`src/rtl/shift_pkg.sv`:
```
// shift_pkg: state encodings, default width and clog2 helper shared by the shift_tx8b/shift_reg8b serial link.
package shift_pkg;
    typedef enum logic [1:0] {ST_IDLE, ST_SHIFT, ST_PARITY} state_t;
    localparam int DEF_WIDTH = 8;
    function automatic int clog2(input int v);
        int r;
        for (r = 0; (1 << r) < v; r++) ;
        return r;
    endfunction
endpackage

```
`src/rtl/shift_tx_cnt.sv`:
```
// shift_tx_cnt: frame bit counter with clear, enable and terminal count (cnt == WIDTH-1).
module shift_tx_cnt
    import shift_pkg::*;
#(
    parameter int WIDTH = DEF_WIDTH
) (
    input  logic clk,
    input  logic rst,
    input  logic clr,
    input  logic en,
    output logic tc
);
    localparam int CW = clog2(WIDTH);
    logic [CW-1:0] cnt;
    always_ff @(posedge clk or posedge rst)
        if (rst) cnt <= '0;
        else if (clr) cnt <= '0;
        else if (en) cnt <= cnt + CW'(1);
    assign tc = cnt == CW'(WIDTH - 1);
endmodule

```
`src/rtl/shift_tx8b.sv`:
```
// shift_tx8b: valid/ready parallel-in, serial-out transmitter framed by sdout_en.
// Define SHIFT_TX_PARITY_EN to append one even-parity bit after the data.
module shift_tx8b
    import shift_pkg::*;
#(
    parameter int WIDTH      = DEF_WIDTH,
    parameter bit MSB_FIRST  = 1'b1,
    parameter bit IDLE_LEVEL = 1'b0
) (
    input  logic             clk,
    input  logic             rst,
    input  logic [WIDTH-1:0] din,
    input  logic             din_valid,
    output logic             din_ready,
    output logic             sdout,
    output logic             sdout_en,
    output logic             tx_done,
    output logic             busy
);
    state_t state, nxt;
    logic [WIDTH-1:0] shreg;
    logic tc, last, accept, shifting, first, nb;
    assign first = MSB_FIRST ? din[WIDTH-1] : din[0];
    assign nb = MSB_FIRST ? shreg[WIDTH-1] : shreg[0];
    assign shifting = state == ST_SHIFT && !tc;
    assign busy = state != ST_IDLE;
    assign tx_done = last;
    // Ready on the last frame bit too, so frames can run back to back.
    assign din_ready = !rst && (state == ST_IDLE || last);
    assign accept = din_valid && din_ready;
    shift_tx_cnt #(.WIDTH(WIDTH)) u_cnt (
        .clk(clk),
        .rst(rst),
        .clr(accept),
        .en(shifting),
        .tc(tc)
    );
`ifdef SHIFT_TX_PARITY_EN
    logic par;
    assign last = state == ST_PARITY;
    // Running XOR of every data bit already placed on sdout.
    always_ff @(posedge clk or posedge rst)
        if (rst) par <= 1'b0;
        else if (accept) par <= first;
        else if (shifting) par <= par ^ nb;
`else
    assign last = state == ST_SHIFT && tc;
`endif
    always_comb begin
        nxt = state;
`ifdef SHIFT_TX_PARITY_EN
        if (state == ST_SHIFT && tc) nxt = ST_PARITY;
`endif
        if (last) nxt = ST_IDLE;
        if (accept) nxt = ST_SHIFT;
    end
    // The first bit goes straight to sdout at acceptance; shreg holds the rest.
    always_ff @(posedge clk or posedge rst)
        if (rst) begin
            state    <= ST_IDLE;
            shreg    <= '0;
            sdout    <= IDLE_LEVEL;
            sdout_en <= 1'b0;
        end else begin
            state    <= nxt;
            sdout_en <= nxt != ST_IDLE;
            if (accept) begin
                sdout <= first;
                shreg <= MSB_FIRST ? din << 1 : din >> 1;
            end else if (shifting) begin
                sdout <= nb;
                shreg <= MSB_FIRST ? shreg << 1 : shreg >> 1;
            end
`ifdef SHIFT_TX_PARITY_EN
            else if (nxt == ST_PARITY) sdout <= par;
`endif
            else if (nxt == ST_IDLE) sdout <= IDLE_LEVEL;
        end
endmodule

```
`config.mk`:
```
export PLATFORM = sky130hd
export DESIGN_NAME = shift_tx8b
export DESIGN_NICKNAME = d
export VERILOG_FILES = /design/src/rtl/shift_pkg.sv /design/src/rtl/shift_tx_cnt.sv /design/src/rtl/shift_tx8b.sv
export SDC_FILE = /design/constraint.sdc
export NUM_CORES = 1
export LEC_CHECK = 0
export CAP_MARGIN = 20
export CELL_PAD_IN_SITES_DETAIL_PLACEMENT = 0
export CELL_PAD_IN_SITES_GLOBAL_PLACEMENT = 1
export CORE_MARGIN = 3
export CORE_UTILIZATION = 33
export DETAILED_ROUTE_END_ITERATION = 12
export GPL_ROUTABILITY_DRIVEN = 0
export PLACE_DENSITY = 0.75
export SLEW_MARGIN = 20
export SYNTH_ARGS = -nofsm -noshare
export SYNTH_HDL_FRONTEND = slang
export SYNTH_SLANG_ARGS = --single-unit
```
`constraint.sdc`:
```
create_clock -name clk -period 1.7 [get_ports clk]
set_input_delay 0.51 -clock clk [delete_from_list [all_inputs] [get_ports clk]]
set_output_delay 0.51 -clock clk [all_outputs]
set_load 0.01 [all_outputs]
```
==> impl_results.md, run 1 <==
* Final total power at 1.72 mW
* Setup TNS at -712 ps
* Final Hold Vio Count at 0
* Crit end category: output port
* Worst Hold Class: flop to flop
* Io pins at 16
* Min-Delay Path Depth at 1
* DRC at 0
* Worst setup path class: flop to output port
* Reg2Reg Depth at 7
* Worst Path Arrival at 1350 ps
* Critical Path RT at 1190 ps
* Total gr overflow at 0
* First-pass GRT wire length at 2430 µm
* PwrDens at 1620 nW/µm²
* FF+latch count, synth at 14
* P&R area growth vs syn at 62.1%
* Max Root-Sink Buffers at 2
* Synth cell types at 23
* Post-Syn Area at 657 µm²
* Dpl hpwl at 1020 µm
* H-tree depth at 1
* Largest net degree at the start of global routing at 9
* Most frequent cells in the layout: 19 x buf_4, 14 x dfrtp_1, 11 x clkdlybuf4s50_1
* Cell count after synthesis at 54
* Detailed Route Iter0 Violations at 2
* WP depth at 5
* Average wire per standard cell at 12.7 µm
* DR pass1 iterations at 3
* Starting Density at 36.5%
* CP delay by family, top: flip-flops
* Most common cell after layout, fill and taps aside: buf_4
* Slowest stage cell on the critical path: dfrtp_1
* Layout cells sized above 1 at 44.0%
* Clk Latency, worst-skew pair at 280 ps
* CP Cell Sequence: ha_2 -> ha_4 -> nor2b_4 -> nor3_1 -> buf_2
* Synth warn at 0
* Setup Skew at 2.43 ps
* Vias/cell at 4.64
* Nets at 105
* Max_cap viols at 0
* Post-DRT Antenna Nets at 0
* RSZ-0062 raised after global routing: yes
* TritonCTS clock tree: yes
* Relative slew slack at 77.5%
* Cell Rows at 15
* Vias at 538
* Fill cells at 157
* Startpoint Class: flop
* Port bufs at 15
* # diodes at 0
* Final setup viols at 9
* Fin cells at 116
* Max VDD drop at 0.000969 V
* Die H at 50.6 µm
* Crit path time final at 1860 ps
* Chip width at 50.6 µm
* Final wirelength at 1470 µm
* Vias in the first global route at 544
* CTS clock-pin slew for the worst setup and hold paths at 80 ps
* All-layer global routing usage at 12.9%
* Mapped Nets at 67
* CP peak stage delay at 390 ps
* Final worst-path cycle share at 109%
* Clock Root Buffer: clkbuf_4
* Clk sinks at 14
* PnR worst setup slack at -155 ps
* Failing checks: negative setup slack
* Fmax at 539 MHz
* CTS Buf Count at 3
* Pleak at 0.504 nW
* Mean Syn Cell Area at 12.2 µm²
* # placed instances at 105
* Hold_buf cts at 0
* CP max FO at 3
* Status: complete, but fails checks
* Core ar. at 1800 µm²
* Tightest Pin Transition at 336 ps
* Overall die area at 2560 µm²
* Buffers & Inverters on Critical Path at 1
* Sequential element share of the synthesized area at 53.3%
* Slew Limit Fails at 0
* Antenna violations before repair at 0
## registers in the layout, summed over array words and instances, names as in the netlist
signal,count
state,2
shreg,7
sdout,1
u_cnt.cnt,3
sdout_en,1
## worst paths after layout
path	startpoint	to	slack, ps
hold / removal	shreg[1]	shreg[1]	490
min in group asynchronous	rst	shreg[4]	600
setup / recovery	u_cnt.cnt[0]	din_ready	-160
hold reg to reg	shreg[1]	shreg[1]	490
max in group asynchronous	rst	sdout_en	750
setup reg to reg	u_cnt.cnt[0]	shreg[2]	-100
## kinds of logic (layout without fill, tap and decap cells)
family	count (synthesis)	in the layout	synth area share [%]
compound gates	14	14	19.6
fa+ha+maj	2	2	3.81
buf+inv	6	43	3.81
flops	14	14	53.3
mux	1	1	1.71
simple gates	17	17	17.7
## synthesized netlist by cell type
| cell | instances | area (µm²) |
|---|---|---|
| o21ai_0 | 1 | 5.00 |
| buf_2 | 2 | 10.0 |
| a22oi_1 | 1 | 7.51 |
| o21ba_2 | 1 | 10.0 |
| o21bai_1 | 1 | 7.51 |
| clkbuf_1 | 1 | 3.75 |
| mux2_2 | 1 | 11.3 |
| nor3b_2 | 1 | 12.5 |
| inv_1 | 3 | 11.3 |
| or2b_1 | 3 | 22.5 |
| o221a_1 | 6 | 67.6 |
| o21ai_1 | 1 | 5.00 |
| nor2_1 | 1 | 3.75 |
| dfrtp_1 | 14 | 350 |
| or2_2 | 1 | 6.26 |
| nor2b_4 | 1 | 13.8 |
| nor2b_1 | 1 | 6.26 |
| nand2b_1 | 4 | 25.0 |
| nor3_1 | 2 | 10.0 |
| nand2_1 | 1 | 3.75 |
| or3_1 | 2 | 12.5 |
| a22o_1 | 3 | 26.3 |
| ha_1 | 2 | 25.0 |
## layout make-up
cell class              instances  area (µm²)  area share [%]
repair buffers                 36         303            28.4
inverters                       3        11.3            1.06
well taps                      25        31.3            2.94
clock buffers                   4        36.3            3.41
flip-flops and latches         14         350            32.9
multi-input cells              34         333            31.3
## metrics by stage
| stage | util (%) | cell area (µm²) | hold slack (ps) | setup WS, ps |
|---|---|---|---|---|
| 6_report | 59.1 | 1060 | 494 | -155 |
| 5_1_grt | 59.1 | 1060 | 518 | -230 |
| 4_1_cts | 55.9 | 1010 | 504 | -166 |
| 3_3_place_gp | 51.6 | 930 | 478 | -472 |
| 2_1_floorplan | - | 657 | 399 | 44.2 |
| 3_5_place_dp | 51.6 | 930 | 475 | -499 |
## power breakdown
group	total, mW	internal, mW	switching (mW)
combinational	0.936	0.598	0.338
clock	0.234	0.130	0.103
sequential	0.552	0.478	0.0740
## per-layer routing
metal  up-vias  part of all wire (%)  global-route usage (%)
met2        12                    48                    19.3
met3         2                   6.1                    6.53
met1       251                    45                    15.6
met5         -                     0                       0
li1        273                     -                       -
met4         0                  0.82                    5.38
## repair_timing
| item | in CTS | in global routing |
|---|---|---|
| gates resized for setup | 16 | 8 |
| setup endpoints to repair | 11 | 11 |
| buffers inserted | 3 | 4 |
| pin swaps | 1 | 3 |
No activity file was read; power rests on OpenSTA's default activity.
==> inputs of run 2 (changes only) <==
Settings changed: GPL_TIMING_DRIVEN set to 0.
==> run 2 against run 1 <==
Net effect:
- the run still ends with negative setup slack left
- worst hold slack gained 6.3 ps
- non-clock buffer count down 6
- count of clock-buffer cells in the layout stayed put
- critical path type unchanged
- highest routed layer unchanged
==> impl_results.md, run 2 (synthesis results as in run 1) <==
* Max_cap viols at 0
* All-layer global routing usage at 13.6%
* DRC at 0
* PwrDens at 1640 nW/µm²
* Seq pwr share at 33.4%
* Status: complete, but fails checks
* Max FFs per register at 7
* Vias/cell at 4.84
* Vias in the first global route at 552
* Post-layout util at 56.9%
* Worst Hold Class: flop to flop
* CP max FO at 3
* Port bufs at 15
* CTS clock-pin slew for the worst setup and hold paths at 80 ps
* Core ar. at 1800 µm²
* Largest regs: shreg x7, u_cnt.cnt x3, state x2
* Cell area after layout at 1020 µm²
* Most common cell after layout, fill and taps aside: dfrtp_1
* Crit path time final at 1880 ps
* Chip width at 50.6 µm
* Worst setup path class: flop to output port
* # diodes at 0
* Min-Delay Path Depth at 1
* Vias at 532
* Psw at 524 µW
* Overall die area at 2560 µm²
* Clk sinks at 14
* Worst Path Arrival at 1370 ps
* Clock Root Buffer: clkbuf_4
* Pre-CTS worst setup slack at -575 ps
* Internal Power at 1.16 mW
* Detailed Route Iter0 Violations at 7
* TritonCTS clock tree: yes
* First-pass GRT wire length at 2550 µm
* P&R area growth vs syn at 56.0%
* Slew Limit Fails at 0
* Final setup viols at 9
* PnR worst setup slack at -176 ps
* Most frequent cells in the layout: 13 x dfrtp_1, 12 x buf_4, 11 x clkdlybuf4s50_1
* Slowest stage cell on the critical path: dfrtp_1
* Dpl hpwl at 922 µm
* Relative slew slack at 64.8%
* Final Hold Vio Count at 0
* H-tree depth at 1
* Sw frac at 31.1%
* Fin Hold WS at 501 ps
* Register name with the most flops: shreg
* Critical Path RT at 1190 ps
* Tightest Pin Transition at 528 ps
* Pleak at 0.474 nW
* Placed cell area at 838 µm²
* Startpoint Class: flop
* RSZ-0062 raised after global routing: yes
* Average wire per standard cell at 13.8 µm
* R2r setup slk at -120 ps
* Total gr overflow at 0
* Io pins at 16
* Final wirelength at 1510 µm
* Fmax at 533 MHz
* CP Cell Sequence: ha_2 -> ha_4 -> nor2b_4 -> nor3_2 -> buf_2
* Max Root-Sink Buffers at 2
* Layout cells sized above 1 at 40.0%
* Cell Rows at 15
* CTS Buf Count at 3
* Crit end category: output port
* Die H at 50.6 µm
* Clk Latency, worst-skew pair at 280 ps
* Failing checks: negative setup slack
* Starting Density at 36.5%
* Post-DRT Antenna Nets at 0
* Logic pwr share at 52.5%
* Clk pwr share at 14.1%
* Nets at 99
* Largest net degree at the start of global routing at 15
* Antenna violations before repair at 0
* Max VDD drop at 0.000790 V
* CP peak stage delay at 400 ps
* Final worst-path cycle share at 110%
* Setup Skew at 5.42 ps
* DR pass1 iterations at 4
* Reg2Reg Depth at 7
[run 2: worst paths after layout]
| kind | start | to |
|---|---|---|
| max | u_cnt.cnt[0] | din_ready |
| min | shreg[1] | shreg[1] |
| max reg2reg | u_cnt.cnt[0] | shreg[6] |
| min reg2reg | shreg[1] | shreg[1] |
| max in group asynchronous | rst | state[1] |
| min in group asynchronous | rst | shreg[4] |
[run 2: power by group through the flow]
stage,Combinational [mW],Sequential [mW],Clock (mW)
after floorplan,0.420,0.553,0
after global placement,0.608,0.553,0
after detailed placement,0.624,0.559,0
after CTS,0.759,0.558,0.242
after global routing,0.973,0.579,0.258
final,0.882,0.562,0.237
[run 2: what timing repair did]
action | in CTS | in global routing
cloned | 0 | 0
endpoints found under the setup margin | 12 | 12
hold endpoints to repair | 0 | 0
gates resized for setup | 23 | 10
pin swaps | 2 | 3
buffers inserted | 9 | 5
hold buffers | 0 | 0
[run 2: per-stage QoR]
step	TNS, ps	power [mW]	instances
3_3_place_gp	-2990	1.16	94
4_1_cts	-526	1.56	107
6_report	-996	1.68	110
2_1_floorplan	0	0.973	54
5_1_grt	-1640	1.81	110
3_5_place_dp	-2920	1.18	94
[run 2: layout make-up]
type / instances / area [µm²]
Buffer: 1 / 3.75
Clock buffer: 4 / 36.3
Fill cell: 157 / 777
Inverter: 3 / 11.3
Multi-Input combinational cell: 34 / 334
Sequential cell: 14 / 352
Tap cell: 25 / 31.3
Timing Repair Buffer: 29 / 256
[run 2: routing by layer]
metal  vias to the layer above  part of all wire, %  global-route usage (%)
met1                       258                   45                    17.7
met4                         0                  1.9                    6.73
li1                        260                    -                       -
met2                        10                   49                    20.2
met5                         -                    0                       0
met3                         4                  3.8                    4.45
[run 2: critical path, delay by kind of cell, from the launching register on]
kind	cells	cell delay (ps)
flops	1	400
fa+ha+maj	2	380
buf+inv	1	140
simple gates	2	170
